**src/rtl/mips_hazard_ctl.sv**
```systemverilog
// Hazard detection and forwarding control for the 5-stage MIPS pipeline,
// with mult/div busy tracking and a saturating stall-cycle counter.
module mips_hazard_ctl #(
    parameter int unsigned MD_LATENCY = 4,
    parameter int unsigned CNT_W      = 32
) (
    input  logic             clk,
    input  logic             reset,
    input  logic [4:0]       rs_d,
    input  logic [4:0]       rt_d,
    input  logic             branch_d,
    input  logic             mduse_d,
    input  logic [4:0]       rs_e,
    input  logic [4:0]       rt_e,
    input  logic [4:0]       writereg_e,
    input  logic             regwrite_e,
    input  logic [1:0]       memtoreg_e,
    input  logic             mdstart_e,
    input  logic [4:0]       writereg_m,
    input  logic             regwrite_m,
    input  logic [1:0]       memtoreg_m,
    input  logic [4:0]       writereg_w,
    input  logic             regwrite_w,
    output logic             stall_f,
    output logic             stall_d,
    output logic             flush_e,
    output logic             forward_ad,
    output logic             forward_bd,
    output logic [1:0]       forward_ae,
    output logic [1:0]       forward_be,
    output logic             md_busy,
    output logic             md_done,
    output logic [CNT_W-1:0] stall_cycles
);

    localparam logic [3:0] MD_LOAD = 4'(MD_LATENCY);

    logic [3:0] md_cnt;
    logic       lwstall;
    logic       branchstall;
    logic       mdstall;
    logic       stall;

    assign md_busy = (md_cnt != '0);

    always_comb begin
        lwstall     = (memtoreg_e == 2'b01) && (rt_e != '0) &&
                      ((rt_e == rs_d) || (rt_e == rt_d));
        branchstall = branch_d &&
                      ((regwrite_e && (writereg_e != '0) &&
                        ((writereg_e == rs_d) || (writereg_e == rt_d))) ||
                       ((memtoreg_m == 2'b01) && (writereg_m != '0) &&
                        ((writereg_m == rs_d) || (writereg_m == rt_d))));
        mdstall     = mduse_d && (md_busy || mdstart_e);
        stall       = lwstall || branchstall || mdstall;
    end

    always_comb begin
        stall_f    = 1'b0;
        stall_d    = 1'b0;
        flush_e    = 1'b0;
        forward_ad = 1'b0;
        forward_bd = 1'b0;
        forward_ae = 2'b00;
        forward_be = 2'b00;
        if (!reset) begin
            stall_f    = stall;
            stall_d    = stall;
            flush_e    = stall;
            forward_ad = regwrite_m && (writereg_m == rs_d) && (rs_d != '0);
            forward_bd = regwrite_m && (writereg_m == rt_d) && (rt_d != '0);
            // M-stage result takes priority over W-stage result
            if (regwrite_m && (writereg_m == rs_e) && (rs_e != '0))
                forward_ae = 2'b10;
            else if (regwrite_w && (writereg_w == rs_e) && (rs_e != '0))
                forward_ae = 2'b01;
            if (regwrite_m && (writereg_m == rt_e) && (rt_e != '0))
                forward_be = 2'b10;
            else if (regwrite_w && (writereg_w == rt_e) && (rt_e != '0))
                forward_be = 2'b01;
        end
    end

    always_ff @(posedge clk) begin
        if (reset) begin
            md_cnt       <= '0;
            md_done      <= 1'b0;
            stall_cycles <= '0;
        end else begin
            if (mdstart_e)
                md_cnt <= MD_LOAD;
            else if (md_cnt != '0)
                md_cnt <= md_cnt - 4'd1;
            md_done <= (md_cnt == 4'd1) && !mdstart_e;
            if (stall_d && (stall_cycles != '1))
                stall_cycles <= stall_cycles + CNT_W'(1);
        end
    end

endmodule

```
**config.mk**
```make
export PLATFORM = sky130hd
export DESIGN_NAME = mips_hazard_ctl
export DESIGN_NICKNAME = d
export VERILOG_FILES = /design/src/rtl/mips_hazard_ctl.sv
export SDC_FILE = /design/constraint.sdc
export NUM_CORES = 1
export LEC_CHECK = 0
export CAP_MARGIN = 10
export CORE_ASPECT_RATIO = 1.2
export CORE_UTILIZATION = 44
export CTS_BUF_LIST = sky130_fd_sc_hd__clkbuf_4 sky130_fd_sc_hd__clkbuf_8
export DETAILED_ROUTE_END_ITERATION = 10
export PLACE_DENSITY = 0.8
export SLEW_MARGIN = 20
export SYNTH_ARGS = -nofsm -noshare
export SYNTH_HDL_FRONTEND = slang
export SYNTH_SLANG_ARGS = --single-unit
```
**constraint.sdc**
```tcl
create_clock -name clk -period 3.2 [get_ports clk]
set_clock_uncertainty 0.05 [all_clocks]
set_input_delay 0.8 -clock clk [delete_from_list [all_inputs] [get_ports clk]]
set_output_delay 0.8 -clock clk [all_outputs]
set_load 0.02 [all_outputs]
```
# Word-level counts from Yosys, hierarchy flattened
# Cells that the tools add are included.
dict set report classes {
  addsub 2
  n_mul 0
  div_mod_pow 0
  magnitude_cmp 0
  n_eq_ne 14
  n_shift 0
  mux 11
  bitwise 0
  reduce_logical 39
}
# op n
set ops {}
lappend ops {{5-bit == test} 10}
lappend ops {{32-bit by 1-bit adder with 32-bit output (second input constant)} 1}
lappend ops {{32-bit != test (second input constant)} 1}
lappend ops {{5-bit nonzero test} 6}
lappend ops {{1-bit logical AND} 22}
lappend ops {{2-bit 2-to-1 mux} 4}
lappend ops {{1-bit logical OR} 7}
lappend ops {{3-bit 2-to-1 mux} 2}
lappend ops {{1-bit 2-to-1 mux} 5}
lappend ops {{2-bit by 1-bit == test with 1-bit output (second input constant)} 2}
lappend ops {{4-bit by 1-bit == test with 1-bit output (second input constant)} 1}
lappend ops {{4-bit nonzero test} 1}
lappend ops {{4-bit by 1-bit subtractor with 4-bit output (second input constant)} 1}
lappend ops {{2-bit nonzero test} 1}
lappend ops {{2-bit OR reduction} 1}
lappend ops {{1-bit logical NOT} 1}
dict set report word_totals {
  ff_bits 37
  latch_bits 0
  ramBits 0
  romBits 0
  in_bits 47
  output_inout_bits 43
  memories 0
}

# Depth between registers and ports, before layout
dict set report depth {
  ltp_word 9
  ltp_mapped 10
}

# Worst setup path after synthesis
# Ideal clock, no wire load.
dict set report synth_timing {
  path_kind {input-to-output}
  from {input rt_e[0]}
  to {output stall_d}
  arrival_time_ns 2.731
  t_required_ns 2.350
  path_slack_ns -0.381
  path_stages 10
  path_cell_list {buf_4 xor2_1 nor3_2 nand3_2 a2111oi_4 nor4b_4 buf_6 buf_2 nor2_1 buf_4}
}
dict set report synth_between {
  elab_chain_cells 6
}
# item line
set synth_lines {}
lappend synth_lines {{start: declaration} 14} ;# input logic [4:0] rt_e,
lappend synth_lines {{5-bit == test or 5-bit nonzero test (tied branches)} {48, 47}}
lappend synth_lines {{1-bit logical OR or 1-bit logical AND (tied branches)} {48, 47}}
lappend synth_lines {{1-bit logical AND (*)} 47} ;# lwstall = (memtoreg_e == 2'b01) && (rt_e != '0) &&
lappend synth_lines {{1-bit logical OR (*) (2 in series)} 55} ;# stall = lwstall || branchstall || mdstall;
lappend synth_lines {{1-bit 2-to-1 mux (*)} --}
lappend synth_lines {{end: declaration} 25} ;# output logic stall_d,
# Mark *: on every way between the ends. The rest lies on a longest branch, timed or not.

# Final worst setup path
dict set report layout_timing {
  from {input writereg_m[1]}
  to {output stall_d}
}
dict set report layout_between {
  elab_chain_cells 8
}
# item line
set layout_lines {}
lappend layout_lines {{start: declaration} 19} ;# input logic [4:0] writereg_m,
lappend layout_lines {{5-bit == test or 5-bit nonzero test (tied branches)} {53, 52}}
lappend layout_lines {{1-bit logical OR or 1-bit logical AND (tied branches)} {53, 52}}
lappend layout_lines {{1-bit logical AND (*)} 52} ;# ((memtoreg_m == 2'b01) && (writereg_m != '0) &&
lappend layout_lines {{1-bit logical OR (*)} 51} ;# ((writereg_e == rs_d) || (writereg_e == rt_d))) ||
lappend layout_lines {{1-bit logical AND (*)} 49} ;# branchstall = branch_d &&
lappend layout_lines {{1-bit logical OR (*) (2 in series)} 55}
lappend layout_lines {{1-bit 2-to-1 mux (*)} 66} ;# if (!reset) begin
# Marks and branches as above.

==> results.txt <==
outcome: complete, no violations
slew margin rel.: 66.1%
Tcrit/Tclk final: 99.6%
GP Congestion: 0.881
sequential-to-total area share from yosys stat: 26.1%
Final Critical Period: 3.19 ns
Worst Hold Path Cells: 2
Worst Hold Class: flip-flop to flip-flop
GR Util met3: 4.60%
Die ar.: 6780 um^2
detailed-router iteration count before antenna repair: 4
Routed wire per std cell: 14.6 um
Total GRT Usage: 23.3%
GR Util met1: 25.8%
leakage power: 1.52 nW
FF-to-FF Start: stall_cycles[10]$_SDFFE_PP0P_
CTS Buf Count: 5
Seq cells post-synth: 37
H-tree levels: 2
Die H: 90.0 um
syn nets: 396
Post-Place Cells: 523
CTS tree: yes
cell repeated most along the worst path: buf_6
worst-path maximum fanout: 3
r2r setup slk: 0.71 ns
final antenna-violating net count: 0
fillers: 520
Critical Path End Type: output pin
DRC Markers: 0
max-cap violations: 0
Cells after Synth: 346
Std-Cell Rows: 31
WHS: 0.450 ns
top cell type's share of synthesized area: 26.1%
final hold viol count: 0
RSZ-0062 raised after global routing: true
clock root buffer: clkbuf_8
crit-path max cell delay: 0.54 ns
synth warn: 0
share of flip-flops with an asynchronous set or reset: 0%
Critical Path RT: 2.35 ns
Port Buffer Count: 89
final WL: 7790 um
worst skew pair latency: 0.29 ns
1st-iter DRT viols: 176
Initial Utilization: 46.3%
core area: 6130 um^2
R2R depth: 7
r2r endpoint: stall_cycles[3]$_SDFFE_PP0P_
Area contributors post-synth: dfxtp_1, xnor2_1, xor2_1
Final HPWL DP: 5750 um
initial antenna violation count: 0
largest net degree at the start of global routing: 57
Post-synth EDFFs: 0
Commonest cells post-synth: dfxtp_1, a21oi_1, xnor2_1, or4_1, xor2_1
global route total overflow: 0
top-count cell post-synth: dfxtp_1
CTS Buffer Depth: 2
clock slew at reported path FFs: 0.08 ns
Vias: 3001
Layout area overhead: 45.0%
setup violators final: 0
share of layout cells above drive strength 1: 21.7%
Top FF cell, synth: dfxtp_1
NumNets Final: 501
vias in the first global route: 2833
fmax: 314 MHz
CP startpoint kind: input port
cell taking the most area after synthesis: dfxtp_1
worst-margin pin slew: 0.508 ns
Post-Place Setup Slack: -0.778 ns
Placed Area: 3960 um^2
met2 Usage GRT: 43.1%
Cell Area, Synth: 2840 um^2
endpoint of the worst hold path: stall_cycles[25]$_SDFFE_PP0P_
family with the most delay on the worst path: simple AND/OR/NAND/NOR gates
Non-Filler Instances: 534
Sink Count: 37
CP Buf/Inv Count: 2
Power per Cell Area: 293 nW/um^2
first-pass GRT wire length: 12600 um
critical path's slowest cell: or4_4
Arr. time, crit path: 2.34 ns
Ant. Diodes: 0
grt peak-use layer: met2
CP Class: input port to output pin
mean post-synth cell area: 8.21 um^2
die width: 75.3 um
final instance area: 4120 um^2
CP Cell Sequence: buf_6 > or4_4 > o2111ai_4 > a21oi_2 > nor4b_4 > nor2_4 > buf_6
worst vdd ir: 264 uV
DR vias/cell: 5.62
Tot Pwr: 1.21 mW
final max-slew violation count: 0
io pins: 90
min-delay src: stall_cycles[25]$_SDFFE_PP0P_
Final WS setup: 0.0129 ns
cts hold-fix bufs: 0
Unique masters post-synth: 49
==> registers in the layout (all words and copies together) (netlist names) <==
name          flops
md_cnt            4
md_done           1
stall_cycles     32
==> worst min-delay path, stage by stage (launching register included) <==
cell and delay, ns:
dfxtp_1 0.33, o31ai_1 0.07, a21oi_1 0.06
==> per-stage QoR <==
stage	TNS, ns	util, %
after global routing	-0.138	67.2
after floorplan	-0.446	-
final	0	67.2
after global placement	-12.91	64.6
after detailed placement	-14.64	64.6
after CTS	0	66.8
==> layout by cell type (no fill, tap or decap), types with 4 or more instances in the layout <==
| master | n |
|---|---|
| a21oi_1 | 26 |
| and3_1 | 10 |
| buf_2 | 6 |
| buf_4 | 41 |
| buf_6 | 8 |
| clkbuf_2 | 5 |
| clkbuf_8 | 6 |
| clkdlybuf4s15_1 | 6 |
| clkdlybuf4s50_1 | 51 |
| dfxtp_1 | 37 |
| dlygate4sd2_1 | 10 |
| inv_1 | 5 |
| mux2_2 | 7 |
| nand2_1 | 11 |
| nand3_1 | 20 |
| nand4_1 | 16 |
| nor2_1 | 16 |
| nor2b_1 | 10 |
| nor3_1 | 15 |
| nor3_2 | 5 |
| o21ai_0 | 5 |
| o31ai_1 | 18 |
| or3_1 | 4 |
| or4_1 | 23 |
| xnor2_1 | 26 |
| xor2_1 | 22 |
==> where the power goes <==
group          internal (mW)  switching (mW)  leakage [nW]
combinational          0.148           0.153          1.15
clock                  0.263           0.168        0.0619
sequential             0.467         0.00786         0.299
total                  0.878           0.328          1.52
==> worst max-delay path by stage <==
stage	startpoint	end	slack, ns	cells after the start
3_5_place_dp	rt_e[1]	stall_d	-0.78	8
4_1_cts	rs_d[0]	stall_d	0.005	8
2_1_floorplan	writereg_m[2]	stall_d	-0.20	9
3_3_place_gp	rt_e[1]	stall_d	-0.74	8
6_report	writereg_m[1]	stall_d	0.01	7
5_1_grt	writereg_m[1]	stall_d	-0.04	7
==> kinds of logic after synthesis <==
| kind of cell | synth area share (%) |
|---|---|
| and+or+nand+nor | 32.7 |
| adders and majority gates | 1.32 |
| xor gates and xnor gates | 15.1 |
| AOI/OAI and AO/OA | 13.4 |
| buffers and inverters | 7.49 |
| muxes | 3.92 |
| DFF | 26.1 |
==> per-layer routing <==
layer  vias to the layer above  part of all wire, %
met5                         -                    0
met4                         0                  1.2
met3                        11                  4.4
met2                        83                   55
met1                      1415                   40
li1                       1492                    -
==> area by class of cell <==
cell class	instances	area (um^2)	share of cell area, %
multi-input cells	272	1990	48.3
repair buffers	130	1150	27.9
flip-flops and latches	37	741	18.0
well taps	82	103	2.49
clock buffers	7	90.1	2.19
clock inverters	1	30.0	0.729
inverters	5	18.8	0.456
==> repair_timing <==
action | CTS | global route
endpoints found under the hold margin | 0 | 0
endpoints found under the setup margin | 17 | 8
pin swaps | 15 | 11
gates resized for setup | 102 | 17
setup buffers | 3 | 1
Power figures use the tool's default switching activity.
